===== config.mk =====
export PLATFORM = sky130hd
export DESIGN_NAME = clint_unit
export DESIGN_NICKNAME = d
export VERILOG_FILES = /design/src/rtl/clint_unit.sv
export SDC_FILE = /design/constraint.sdc
export NUM_CORES = 1
export LEC_CHECK = 0
export ABC_AREA = 1
export BUFFER_PORTS_ARGS = -buffer_cell sky130_fd_sc_hd__buf_2
export CAP_MARGIN = 30
export CORE_MARGIN = 5
export CORE_UTILIZATION = 64
export DETAILED_ROUTE_END_ITERATION = 10
export PLACE_DENSITY_LB_ADDON = 0.25
export SYNTH_ARGS = -nofsm -noshare
export SYNTH_HDL_FRONTEND = slang
export SYNTH_SLANG_ARGS = --single-unit

===== constraint.sdc =====
create_clock -name clk -period 7.5 [get_ports clk]
set_clock_uncertainty 0.15 [all_clocks]
set_input_delay 0.375 -clock clk [delete_from_list [all_inputs] [get_ports clk]]
set_output_delay 0.375 -clock clk [all_outputs]
set_load 0.1 [all_outputs]

===== src/rtl/clint_unit.sv =====
// clint_unit: core-local interruptor with a 64-bit mtime/mtimecmp timer pair,
// a software-interrupt bit (msip) and a synchronizer for the external
// interrupt line. Exposes a single-outstanding MMIO request/response port.
module clint_unit #(
    parameter int unsigned TICK_DIV        = 1,  // clk cycles per mtime increment
    parameter int unsigned EXT_SYNC_STAGES = 2   // depth of the exint_raw synchronizer
) (
    input  logic        clk,
    input  logic        reset,
    input  logic        req_valid,
    output logic        req_ready,
    input  logic        req_write,
    input  logic [15:0] req_addr,
    input  logic [63:0] req_wdata,
    input  logic [7:0]  req_strb,
    output logic        resp_valid,
    input  logic        resp_ready,
    output logic [63:0] resp_rdata,
    output logic        resp_err,
    input  logic        exint_raw,
    output logic        trint,
    output logic        swint,
    output logic        exint
);

    localparam logic [15:0] ADDR_MSIP     = 16'h0000;
    localparam logic [15:0] ADDR_MTIMECMP = 16'h4000;
    localparam logic [15:0] ADDR_MTIME    = 16'hBFF8;
    localparam logic [15:0] PRESC_MAX     = 16'(TICK_DIV - 1);

    typedef enum logic [1:0] {
        SEL_NONE,
        SEL_MSIP,
        SEL_MTIMECMP,
        SEL_MTIME
    } reg_sel_e;

    // Replace only the byte lanes whose strobe is set.
    function automatic logic [63:0] merge_bytes(input logic [63:0] old_v,
                                                input logic [63:0] new_v,
                                                input logic [7:0]  strb);
        logic [63:0] merged;
        merged = old_v;
        for (int i = 0; i < 8; i++) begin
            if (strb[i]) merged[8*i +: 8] = new_v[8*i +: 8];
        end
        return merged;
    endfunction

    logic [63:0] r_mtime;
    logic [63:0] r_mtimecmp;
    logic        r_msip;
    logic [15:0] r_presc;
    logic        r_trint;
    logic        r_resp_valid;
    logic [63:0] r_resp_rdata;
    logic        r_resp_err;
    logic [EXT_SYNC_STAGES-1:0] r_sync;

    reg_sel_e    w_sel;
    logic        w_err;
    logic        w_accept;
    logic        w_wr_en;
    logic        w_tick;
    logic [15:0] w_presc_nxt;
    logic [63:0] w_mtime_inc;
    logic [63:0] w_mtime_nxt;
    logic [63:0] w_mtimecmp_nxt;
    logic        w_msip_nxt;
    logic [63:0] w_rdata_sel;

    // A new request can enter whenever the response slot is empty or is
    // being drained this same cycle; nothing is accepted during reset.
    assign req_ready = !reset && (!r_resp_valid || resp_ready);
    assign w_accept  = req_valid && req_ready;
    assign w_wr_en   = w_accept && req_write && !w_err;

    // Address decode: only aligned offsets of the three mapped registers hit.
    // NOTE: every variable driven here gets a default first so no path through
    // the block leaves it unassigned, which would infer a latch.
    always_comb begin
        w_sel = SEL_NONE;
        if (req_addr[2:0] == 3'b000) begin
            case (req_addr)
                ADDR_MSIP:     w_sel = SEL_MSIP;
                ADDR_MTIMECMP: w_sel = SEL_MTIMECMP;
                ADDR_MTIME:    w_sel = SEL_MTIME;
                default:       w_sel = SEL_NONE;
            endcase
        end
    end

    assign w_err = (w_sel == SEL_NONE);

    // Prescaler: mtime advances on the cycle the counter hits TICK_DIV-1.
    assign w_tick      = (r_presc == PRESC_MAX);
    assign w_presc_nxt = w_tick ? 16'd0 : r_presc + 16'd1;
    assign w_mtime_inc = r_mtime + {63'd0, w_tick};

    // Next register values: the tick is applied first, then written lanes
    // override, so unwritten mtime lanes keep the increment.
    always_comb begin
        w_mtime_nxt    = w_mtime_inc;
        w_mtimecmp_nxt = r_mtimecmp;
        w_msip_nxt     = r_msip;
        if (w_wr_en) begin
            case (w_sel)
                SEL_MSIP:     if (req_strb[0]) w_msip_nxt = req_wdata[0];
                SEL_MTIMECMP: w_mtimecmp_nxt = merge_bytes(r_mtimecmp, req_wdata, req_strb);
                SEL_MTIME:    w_mtime_nxt    = merge_bytes(w_mtime_inc, req_wdata, req_strb);
                default:      ;
            endcase
        end
    end

    // Read mux returns the pre-update value of the selected register.
    always_comb begin
        w_rdata_sel = 64'd0;
        case (w_sel)
            SEL_MSIP:     w_rdata_sel = {63'd0, r_msip};
            SEL_MTIMECMP: w_rdata_sel = r_mtimecmp;
            SEL_MTIME:    w_rdata_sel = r_mtime;
            default:      w_rdata_sel = 64'd0;
        endcase
    end

    // Timer, compare, msip and timer-interrupt state.
    // NOTE: sequential state uses non-blocking assignments so every flop samples
    // the pre-edge values, independent of block ordering.
    always_ff @(posedge clk) begin
        if (reset) begin
            r_mtime    <= 64'd0;
            r_mtimecmp <= '1;
            r_msip     <= 1'b0;
            r_presc    <= 16'd0;
            r_trint    <= 1'b0;
        end else begin
            r_mtime    <= w_mtime_nxt;
            r_mtimecmp <= w_mtimecmp_nxt;
            r_msip     <= w_msip_nxt;
            r_presc    <= w_presc_nxt;
            r_trint    <= (w_mtime_nxt >= w_mtimecmp_nxt);
        end
    end

    // Response slot: loaded on acceptance, held until consumed.
    always_ff @(posedge clk) begin
        if (reset) begin
            r_resp_valid <= 1'b0;
            r_resp_rdata <= 64'd0;
            r_resp_err   <= 1'b0;
        end else if (w_accept) begin
            r_resp_valid <= 1'b1;
            r_resp_rdata <= req_write ? 64'd0 : w_rdata_sel;
            r_resp_err   <= w_err;
        end else if (r_resp_valid && resp_ready) begin
            r_resp_valid <= 1'b0;
            r_resp_rdata <= 64'd0;
            r_resp_err   <= 1'b0;
        end
    end

    // External interrupt synchronizer chain.
    // NOTE: the synchronizer flops are reset too, so exint is a known 0 right
    // after reset rather than whatever the chain powered up with.
    always_ff @(posedge clk) begin
        if (reset) begin
            r_sync <= '0;
        end else begin
            r_sync <= {r_sync[EXT_SYNC_STAGES-2:0], exint_raw};
        end
    end

    assign resp_valid = r_resp_valid;
    assign resp_rdata = r_resp_rdata;
    assign resp_err   = r_resp_err;
    assign trint      = r_trint;
    assign swint      = r_msip;
    assign exint      = r_sync[EXT_SYNC_STAGES-1];

endmodule


==> flow_summary.toml, run 1 <==
[global_route]
grt_max_degree = 82
globalRoute.totalOverflow = 0
wire_length_of_the_first_global_routing_pass_um = 74950
grt_antenna_before_repair = 0
globalRouteTotalUtil_pct = 35.22
number_of_global_route_vias_before_repair = 14740

[synthesis]
synth_area_leader = "sky130_fd_sc_hd__dfxtp_1"
ys_warn_count = 0
synth_ff_type = "sky130_fd_sc_hd__dfxtp_1"
synthesis.nets = 2441
synth_area_leaders = "sky130_fd_sc_hd__dfxtp_1 30%, sky130_fd_sc_hd__nand2_1 19%, sky130_fd_sc_hd__inv_1 6.8%"
main_combinational_cell_family_by_area_after_synthesis = "simple AND/OR/NAND/NOR gates"
post_synth_fa_ha_maj_area_fraction_pct = 5.972
synth_enable_flop_cells = 0
ys_seq_elements = 214
portion_of_the_post_synthesis_area_used_by_sequential_elements_pct = 30.07
yosys.area_share.simple_pct = 33.56
synth.avg_cell_area_um2 = 6.252
async_flop_share_pct = 0
post_synth_instance_area_um2 = 14250
synth_compound_gate_area_share_pct = 16.83
synth.mux.area_fraction_pct = 0
synth_cells = 2279
synth-xor-area-share_pct = 2.459
synthDominantCellAreaShare_pct = 30.07
post_synth_num_cell_types = 45

[power_and_ir_drop]
pwr-share-seq_pct = 46.8
powerDensity_nw_per_um2 = 152.6
power.clock.fraction_pct = 47.3
p_int_uw = 1863
p_sw_uw = 577.2
vdd_ir_drop_max_v = 0.0001804
report.power.total_uw = 2440
share_comb_of_total_power_pct = 5.9
p_sw_share_pct = 23.65
cellLeakagePower_uw = 0.007697

[layout]
syn_to_final_growth_pct = 12.23
insertedDiodeCount = 0
multi_input_area_um2 = 8387
nNetsFinal = 2567
most-common-layout-cells = "730 x sky130_fd_sc_hd__nand2_1, 256 x sky130_fd_sc_hd__inv_1, 214 x sky130_fd_sc_hd__dfxtp_1"
final_layout_size_suffix_gt1_share_pct = 13.48
layout_commonest_cell = "sky130_fd_sc_hd__nand2_1"
layout.cells.non_filler = 2699
sequential_cell_area_um2 = 4284
nFillCells = 1895

[cts]
clock_latency_ps = 520
cts-resized-gates = 0
cts.sinks = 214
postCtsSetupRepairBufs = 0
clockBufferDepth = 3
cts_tree = "yes"
cts_hold_buf = 15
cts_max_level = 1
cts_root_buf = "sky130_fd_sc_hd__clkbuf_16"
cts_buffers = 24
clock_input_transition_at_the_sequential_cells_of_the_worst_setup_and_hold_paths_ps = 70

[route]
drt-pass1-iter-count = 6
wl_um = 46620
wl_per_cell_um = 17.27
via_per_inst = 5.727
drc = 0
drt-initial-drc-count = 1500
final_antenna_net_count = 0
total_via_count_after_detailed_routing = 15460

[floorplanning]
design.portCount = 164
floorplan.initialDensity_pct = 65.08
design.die.area_um2 = 25350
chipWidth_um = 159.2
core_area_um2 = 21890
std_cell_rows = 54
die_height_um = 159.2

[place]
dp_hpwl_um = 34830
numPortBuffers = 163
globalplace.congestion = 1.063
post-place-cells = 2644

[critical_path]
path_common_cell = "sky130_fd_sc_hd__nand2_1"
cp-start-kind = "flop"
critPathCaptureType = "flop"
timing.critical_path.slowest_cell_delay_ps = 400
timing.critical_path.arrival_ps = 5140
crit_type = "reg2reg"
path_max_fanout = 6
setup.worst_path.start = "r_presc[5]"
worst-endpoint-required_ps = 7820
worst_path_cell_with_the_longest_stage_delay = "sky130_fd_sc_hd__nor2_1"
critPathBufInv = 3
worst_r2r_startpoint = "r_presc[5]"
critical-path-top-delay-family = "simple AND/OR/NAND/NOR gates"

[timing]
worst_pin_slew_ps = 894.6
relSlewSlack_pct = 40.36
finalHoldViolCount = 0
finalCritPeriodShare_pct = 64.23
achievable-frequency_mhz = 207.6
final_max_slew_viol_count = 0
unrepaired_setup_endpoints_after_global_routing = "no"
setup_tns_ps = 0
setup_viol_count_final = 0
fin_crit_ps = 4817

[hold_path]
hold_class = "in2reg"
hold_path.startpoint = "req_wdata[15]"

[run]
timing.max_cap.violations = 0

[status]
run_status = "completed"
routing by layer:
layer / vias up / GRT usage, % / share of wire, %
met5: - / 0 / 0
met2: 687 / 58.88 / 46
li1: 7569 / - / -
met1: 7068 / 46.69 / 42
met4: 0 / 12.99 / 4.0
met3: 134 / 4.530 / 8.0
cells in the mapped netlist, drive strengths merged (2+ instances only):
library cell / instances
a21oi: 132
and2: 2
buf: 47
clkbuf: 46
dfxtp: 214
ha: 68
inv: 292
nand2: 734
nand3: 96
nand3b: 2
nand4: 41
nor2: 212
nor3: 42
nor3b: 4
nor4: 2
o211ai: 20
o21a: 3
o21ai: 237
o21bai: 2
o22ai: 30
or2: 9
xnor2: 2
xor2: 38
power groups by stage:
stage	Sequential, µW	Combinational, µW	Clock (µW)
2_1_floorplan	1170	69.3	0
3_3_place_gp	1170	130	0
3_5_place_dp	1170	134	0
4_1_cts	1140	141	1160
5_1_grt	1140	156	1210
6_report	1140	145	1150
path summary, 6_finish.rpt:
check	to	depth (start not counted)	slack (ps)
min reg2reg	r_sync[1]	2	280
min	r_mtime[15]	3	3
max	trint	25	2680
max reg2reg	trint	25	2680
per-stage QoR:
stage               instance area [µm²]  hold WS, ps  setup WS, ps  util (%)
finish                            15990        2.940          2683     73.05
global route                      15990        13.32          2432     73.05
CTS                               15990       0.8976          2812     73.05
detailed placement                15080        271.7          2767     68.87
global placement                  15050        246.3          2818     68.74
floorplan                         14250        238.3          3192         -
registers in the layout, summed over array words and instances, names as in the netlist:
name	flops
resp_err	1
r_mtimecmp	64
resp_rdata	64
r_mtime	64
r_sync	2
r_presc	16
trint	1
resp_valid	1
swint	1
worst reg2reg max path, cell delays in order (launching register included):
cell and delay [ps]:
sky130_fd_sc_hd__dfxtp_1 360, sky130_fd_sc_hd__nor4_1 320, sky130_fd_sc_hd__nand4_1 170, sky130_fd_sc_hd__nor2_1 190
sky130_fd_sc_hd__ha_1 310, sky130_fd_sc_hd__ha_1 260, sky130_fd_sc_hd__nand3_2 140, sky130_fd_sc_hd__nor2_2 250
sky130_fd_sc_hd__inv_1 100, sky130_fd_sc_hd__nor2_1 270, sky130_fd_sc_hd__nand2_1 200, sky130_fd_sc_hd__xor2_1 270
sky130_fd_sc_hd__nand2_1 80, sky130_fd_sc_hd__o21ai_1 120, sky130_fd_sc_hd__inv_1 90, sky130_fd_sc_hd__ha_1 290
sky130_fd_sc_hd__nand2_1 70, sky130_fd_sc_hd__nor2_1 160, sky130_fd_sc_hd__nand2_1 90, sky130_fd_sc_hd__nor2_1 400
sky130_fd_sc_hd__nand2_1 100, sky130_fd_sc_hd__nand2_1 110, sky130_fd_sc_hd__nand2_1 80, sky130_fd_sc_hd__nand3_1 90
sky130_fd_sc_hd__nand2_1 60, sky130_fd_sc_hd__inv_1 70
cell type report:
cell class | count | area share [%]
clock buffers | 38 | 4.718
inverters | 292 | 6.870
well taps | 280 | 2.191
repair buffers | 193 | 6.917
multi-input cells | 1680 | 52.45
flip-flops and latches | 214 | 26.79
clock inverters | 2 | 0.06260
kinds of logic after synthesis:
| logic type | after synthesis |
|---|---|
| and+or+nand+nor | 1145 |
| AOI/OAI and AO/OA | 427 |
| buffers and inverters | 385 |
| DFF | 214 |
| adders and majority gates | 68 |
| xor gates and xnor gates | 40 |
No activity file was read; power rests on OpenSTA's default activity.
==> inputs of run 2 (changes only) <==
--- a/config.mk
+++ b/config.mk
@@ -9,7 +9,7 @@
 export BUFFER_PORTS_ARGS = -buffer_cell sky130_fd_sc_hd__buf_2
 export CAP_MARGIN = 30
 export CORE_MARGIN = 5
-export CORE_UTILIZATION = 64
+export CORE_UTILIZATION = 60
 export DETAILED_ROUTE_END_ITERATION = 10
 export PLACE_DENSITY_LB_ADDON = 0.25
 export SYNTH_ARGS = -nofsm -noshare
==> constraint.sdc (replaced) <==
create_clock -name clk -period 4.9 [get_ports clk]
set_clock_uncertainty 0.15 [all_clocks]
set_input_delay 0.245 -clock clk [delete_from_list [all_inputs] [get_ports clk]]
set_output_delay 0.245 -clock clk [all_outputs]
set_load 0.1 [all_outputs]
==> flow_summary.toml, run 2 (synthesized netlist as in run 1, its figures left out) <==
[timing]
finalCritPeriodShare_pct = 91.99
setup_viol_count_final = 0
setup_tns_ps = 0
achievable-frequency_mhz = 221.9
fin_crit_ps = 4507
unrepaired_setup_endpoints_after_global_routing = "no"
worst_pin_slew_ps = 924.6
final_max_slew_viol_count = 0
relSlewSlack_pct = 38.36
finalHoldViolCount = 0

[cts]
postCtsSetupRepairBufs = 0
clock_input_transition_at_the_sequential_cells_of_the_worst_setup_and_hold_paths_ps = 60
clock_latency_ps = 530
cts_root_buf = "sky130_fd_sc_hd__clkbuf_16"
cts_buffers = 24
cts_max_level = 1
clockBufferDepth = 3
cts.sinks = 214
cts_tree = "yes"

[layout]
layout_commonest_cell = "sky130_fd_sc_hd__nand2_1"
nNetsFinal = 2622
insertedDiodeCount = 0
most-common-layout-cells = "730 x sky130_fd_sc_hd__nand2_1, 256 x sky130_fd_sc_hd__inv_1, 214 x sky130_fd_sc_hd__dfxtp_1"
final_layout_size_suffix_gt1_share_pct = 13.67
syn_to_final_growth_pct = 16.40

[route]
via_per_inst = 5.677
drt-initial-drc-count = 1527
wl_um = 49450
drc = 0
wl_per_cell_um = 17.71
total_via_count_after_detailed_routing = 15850
drt-pass1-iter-count = 7
final_antenna_net_count = 0

[power_and_ir_drop]
powerDensity_nw_per_um2 = 228.1
vdd_ir_drop_max_v = 0.0003310
report.power.total_uw = 3783
cellLeakagePower_uw = 0.007933

[critical_path]
critPathCaptureType = "flop"
critical-path-top-delay-family = "simple AND/OR/NAND/NOR gates"
setup.worst_path.start = "r_presc[5]"
worst_path_cell_with_the_longest_stage_delay = "sky130_fd_sc_hd__nor3_2"
cp-start-kind = "flop"
timing.critical_path.arrival_ps = 4830
worst_r2r_startpoint = "r_presc[5]"
timing.critical_path.slowest_cell_delay_ps = 420
critPathBufInv = 4
worstSetupPathDepth = 25
worstRegToRegCells = 25
path_common_cell = "sky130_fd_sc_hd__nand2_1"
path_max_fanout = 6
crit_type = "reg2reg"
worst-endpoint-required_ps = 5220

[floorplanning]
floorplan.initialDensity_pct = 60.88
design.die.area_um2 = 26930
core_area_um2 = 23400
chipWidth_um = 164.1
design.portCount = 164
std_cell_rows = 56
die_height_um = 164.1

[global_route]
wire_length_of_the_first_global_routing_pass_um = 77530
number_of_global_route_vias_before_repair = 14970
globalRouteTotalUtil_pct = 35.81
globalRoute.totalOverflow = 0
grt_antenna_before_repair = 0
grt_max_degree = 75

[hold_path]
hold_class = "in2reg"
hold_path.startpoint = "req_write"
whs_path_depth = 3

[run]
timing.max_cap.violations = 0

[status]
run_status = "completed"

[place]
globalplace.congestion = 1.049
numPortBuffers = 163
dp_hpwl_um = 37100
==> run 2: worst paths after layout <==
path	slack (ps)	to
setup / recovery	390	trint
hold / removal	40	r_mtime[57]
setup reg to reg	390	trint
hold reg to reg	270	r_sync[1]
==> run 2: tightest hold or removal path, stage by stage <==
cell	delay, ps
sky130_fd_sc_hd__buf_2	200
sky130_fd_sc_hd__nand4_1	150
sky130_fd_sc_hd__a21oi_1	70
==> run 2: metal layers <==
metal | GRT usage, % | share of wire, % | vias up
li1 | - | - | 7670
met1 | 47.48 | 41 | 7204
met2 | 60.09 | 46 | 838
met3 | 5.069 | 8.7 | 137
met4 | 11.86 | 3.4 | 0
met5 | 0 | 0 | -
==> run 2: per-stage QoR <==
step	hold WS, ps	util [%]	worst slack, ps	instance area [µm²]	cells
2_1_floorplan	202.0	-	592.1	14250	2279
3_3_place_gp	246.3	64.88	290.9	15180	2691
3_5_place_dp	257.1	65.00	111.6	15210	2693
4_1_cts	11.71	70.81	69.26	16570	2792
5_1_grt	33.01	70.86	53.67	16580	2792
6_report	41.24	70.86	392.6	16580	2792
==> run 2: layout make-up <==
type | count | area, µm²
Clock buffer | 35 | 713.2
Clock inverter | 4 | 45.04
Fill cell | 2022 | 6819
Inverter | 292 | 1099
Multi-Input combinational cell | 1680 | 8399
Sequential cell | 214 | 4284
Tap cell | 319 | 399.1
Timing Repair Buffer | 248 | 1644
==> run 2: repair_timing <==
| action | in CTS | in global routing |
|---|---|---|
| setup endpoints to repair | 0 | 1 |
| hold endpoints to repair | 68 | 0 |
| hold buffers | 60 | 0 |
| resized for setup | 0 | 3 |
==> run 2: power breakdown <==
part | leakage (µW) | internal [µW] | switching, µW | total, µW
Sequential | 0.00173 | 1740 | 4.28 | 1750
Combinational | 0.00583 | 90.4 | 166 | 257
Clock | 0.000376 | 1050 | 729 | 1780
Total | 0.00793 | 2880 | 900 | 3780
==> inputs of run 3 (changes only) <==
--- a/config.mk
+++ b/config.mk
@@ -8,10 +8,12 @@
 export ABC_AREA = 1
 export BUFFER_PORTS_ARGS = -buffer_cell sky130_fd_sc_hd__buf_2
 export CAP_MARGIN = 30
+export CELL_PAD_IN_SITES_DETAIL_PLACEMENT = 1
+export CELL_PAD_IN_SITES_GLOBAL_PLACEMENT = 1
 export CORE_MARGIN = 5
-export CORE_UTILIZATION = 60
+export CORE_UTILIZATION = 42
 export DETAILED_ROUTE_END_ITERATION = 10
-export PLACE_DENSITY_LB_ADDON = 0.25
+export PLACE_DENSITY_LB_ADDON = 0.1
 export SYNTH_ARGS = -nofsm -noshare
 export SYNTH_HDL_FRONTEND = slang
 export SYNTH_SLANG_ARGS = --single-unit
==> constraint.sdc (replaced) <==
create_clock -name clk -period 5.1 [get_ports clk]
set_clock_uncertainty 0.15 [all_clocks]
set_input_delay 0.255 -clock clk [delete_from_list [all_inputs] [get_ports clk]]
set_output_delay 0.255 -clock clk [all_outputs]
set_load 0.1 [all_outputs]
==> flow_summary.toml, run 3 (synthesized netlist as in run 1, its figures left out) <==
[status]
run_status = "completed"

[timing]
unrepaired_setup_endpoints_after_global_routing = "no"
final_max_slew_viol_count = 0
fin_crit_ps = 4519
finalCritPeriodShare_pct = 88.60
setup_tns_ps = 0
setup_viol_count_final = 0
worst_pin_slew_ps = 910.1
achievable-frequency_mhz = 221.3
finalHoldViolCount = 0
hold-worst-slack_ps = 17.28
relSlewSlack_pct = 39.32

[global_route]
wire_length_of_the_first_global_routing_pass_um = 88310
number_of_global_route_vias_before_repair = 16250
grt_max_degree = 71
gr-usage-met3_pct = 4.292
globalRouteTotalUtil_pct = 28.79
global_route.usage.met1_pct = 37.10
global_route.usage.met2_pct = 50.63
grt_antenna_before_repair = 0
top_usage_layer = "met2"
globalRoute.totalOverflow = 0

[floorplanning]
design.die.area_um2 = 37710
core_area_um2 = 33530
chipWidth_um = 194.2
floorplan.initialDensity_pct = 42.49
die_height_um = 194.2
design.portCount = 164
std_cell_rows = 67

[layout]
final_cell_area_um2 = 16850
most-common-layout-cells = "730 x sky130_fd_sc_hd__nand2_1, 256 x sky130_fd_sc_hd__inv_1, 214 x sky130_fd_sc_hd__dfxtp_1"
nFillCells = 4625
final_layout_size_suffix_gt1_share_pct = 13.96
nNetsFinal = 2624
syn_to_final_growth_pct = 18.27
finalCoreUtilization_pct = 50.25
layout_commonest_cell = "sky130_fd_sc_hd__nand2_1"
insertedDiodeCount = 0

[route]
drt-pass1-iter-count = 5
drc = 0
via_per_inst = 5.363
total_via_count_after_detailed_routing = 15690
drt-initial-drc-count = 805
wl_um = 56190
final_antenna_net_count = 0
wl_per_cell_um = 19.21

[critical_path]
timing.critical_path.arrival_ps = 4850
path_max_fanout = 6
critPathCaptureType = "flop"
cp-start-kind = "flop"
worst-endpoint-required_ps = 5430
crit_type = "reg2reg"

[power_and_ir_drop]
vdd_ir_drop_max_v = 0.0002461
powerDensity_nw_per_um2 = 227.9
cellLeakagePower_uw = 0.008010

[place]
post_dp_cell_area_um2 = 15370
dp_hpwl_um = 42650
globalplace.congestion = 0.9936
numPortBuffers = 163

[cts]
postCtsSetupRepairBufs = 0
cts_root_buf = "sky130_fd_sc_hd__clkbuf_16"
clock_latency_ps = 540
cts_max_level = 1
clock_input_transition_at_the_sequential_cells_of_the_worst_setup_and_hold_paths_ps = 60
cts.sinks = 214
clockBufferDepth = 3
cts_buffers = 27
cts_tree = "yes"

[hold_path]
hold_class = "in2reg"

[run]
timing.max_cap.violations = 0
## run 3: changes by cell type in the layout (fill, tap and decap cells not counted)
cell / before / now
sky130_fd_sc_hd__buf_12: 3 / 2
sky130_fd_sc_hd__buf_4: 23 / 25
sky130_fd_sc_hd__clkbuf_1: 5 / 3
sky130_fd_sc_hd__clkbuf_16: 25 / 27
sky130_fd_sc_hd__clkbuf_8: 5 / 11
sky130_fd_sc_hd__clkinv_2: 3 / 4
sky130_fd_sc_hd__dlygate4sd3_1: 60 / 58
sky130_fd_sc_hd__ha_1: 67 / 68
sky130_fd_sc_hd__ha_2: 1 / 0
sky130_fd_sc_hd__inv_2: 35 / 34
sky130_fd_sc_hd__nor3_2: 4 / 3
sky130_fd_sc_hd__nor3_4: 0 / 1
## run 3: final timing paths
check	startpoint	end	slack (ps)	cells past startpoint
max reg2reg	r_presc[5]	trint	580	24
min	req_wdata[62]	r_mtime[62]	20	5
min reg2reg	r_sync[0]	r_sync[1]	260	2
max	r_presc[5]	trint	580	24
## run 3: power by group
part	switching (µW)	internal [µW]	total, µW
clock network	747	1170	1910
logic	163	83.6	247
registers	3.86	1680	1680
## run 3: worst max-delay path, stage by stage, from the launching register on
cell and delay, ps:
sky130_fd_sc_hd__dfxtp_1 350, sky130_fd_sc_hd__nor4_1 290, sky130_fd_sc_hd__nand4_1 180, sky130_fd_sc_hd__nor2_1 200, sky130_fd_sc_hd__ha_1 300, sky130_fd_sc_hd__ha_1 250
sky130_fd_sc_hd__nand3_2 120, sky130_fd_sc_hd__nor2_2 190, sky130_fd_sc_hd__inv_1 90, sky130_fd_sc_hd__nor2_1 240, sky130_fd_sc_hd__nand2_1 170, sky130_fd_sc_hd__o21ai_0 190
sky130_fd_sc_hd__nand3_1 90, sky130_fd_sc_hd__nand2_1 90, sky130_fd_sc_hd__inv_1 50, sky130_fd_sc_hd__ha_1 270, sky130_fd_sc_hd__nand2_1 50, sky130_fd_sc_hd__inv_1 70
sky130_fd_sc_hd__nand3_1 180, sky130_fd_sc_hd__nor3_4 320, sky130_fd_sc_hd__nor3b_2 290, sky130_fd_sc_hd__nand3_1 120, sky130_fd_sc_hd__nand3_1 110, sky130_fd_sc_hd__nand2_1 50
sky130_fd_sc_hd__inv_1 80
## run 3: per-layer routing
layer | part of all wire [%] | wire length [µm]
met1 | 45 | 25030
met2 | 48 | 27010
met4 | 2.4 | 1346
met3 | 5.0 | 2811
met5 | 0 | 0
## run 3: area by class of cell
cell class,instances,area (µm²),share of cell area (%)
Clock buffer,41,838.3,4.975
Clock inverter,4,45.04,0.2673
Inverter,292,1100,6.527
Multi-Input combinational cell,1680,8403,49.87
Sequential cell,214,4284,25.43
Tap cell,448,560.5,3.327
Timing Repair Buffer,247,1619,9.609
## run 3: metrics by stage
step | total power [µW] | worst slack, ps | instances
6_report | 3839 | 581.3 | 2926
5_1_grt | 3964 | 63.31 | 2926
3_5_place_dp | 1926 | 260.1 | 2823
4_1_cts | 3870 | 231.3 | 2926
3_3_place_gp | 1921 | 438.7 | 2822
2_1_floorplan | 1827 | 792.1 | 2279
## run 3: repair_timing
action / in CTS / in global routing
endpoints found under the setup margin: 0 / 1
resized for setup: 0 / 3
hold buffers: 58 / 0
hold endpoints to repair: 66 / 0
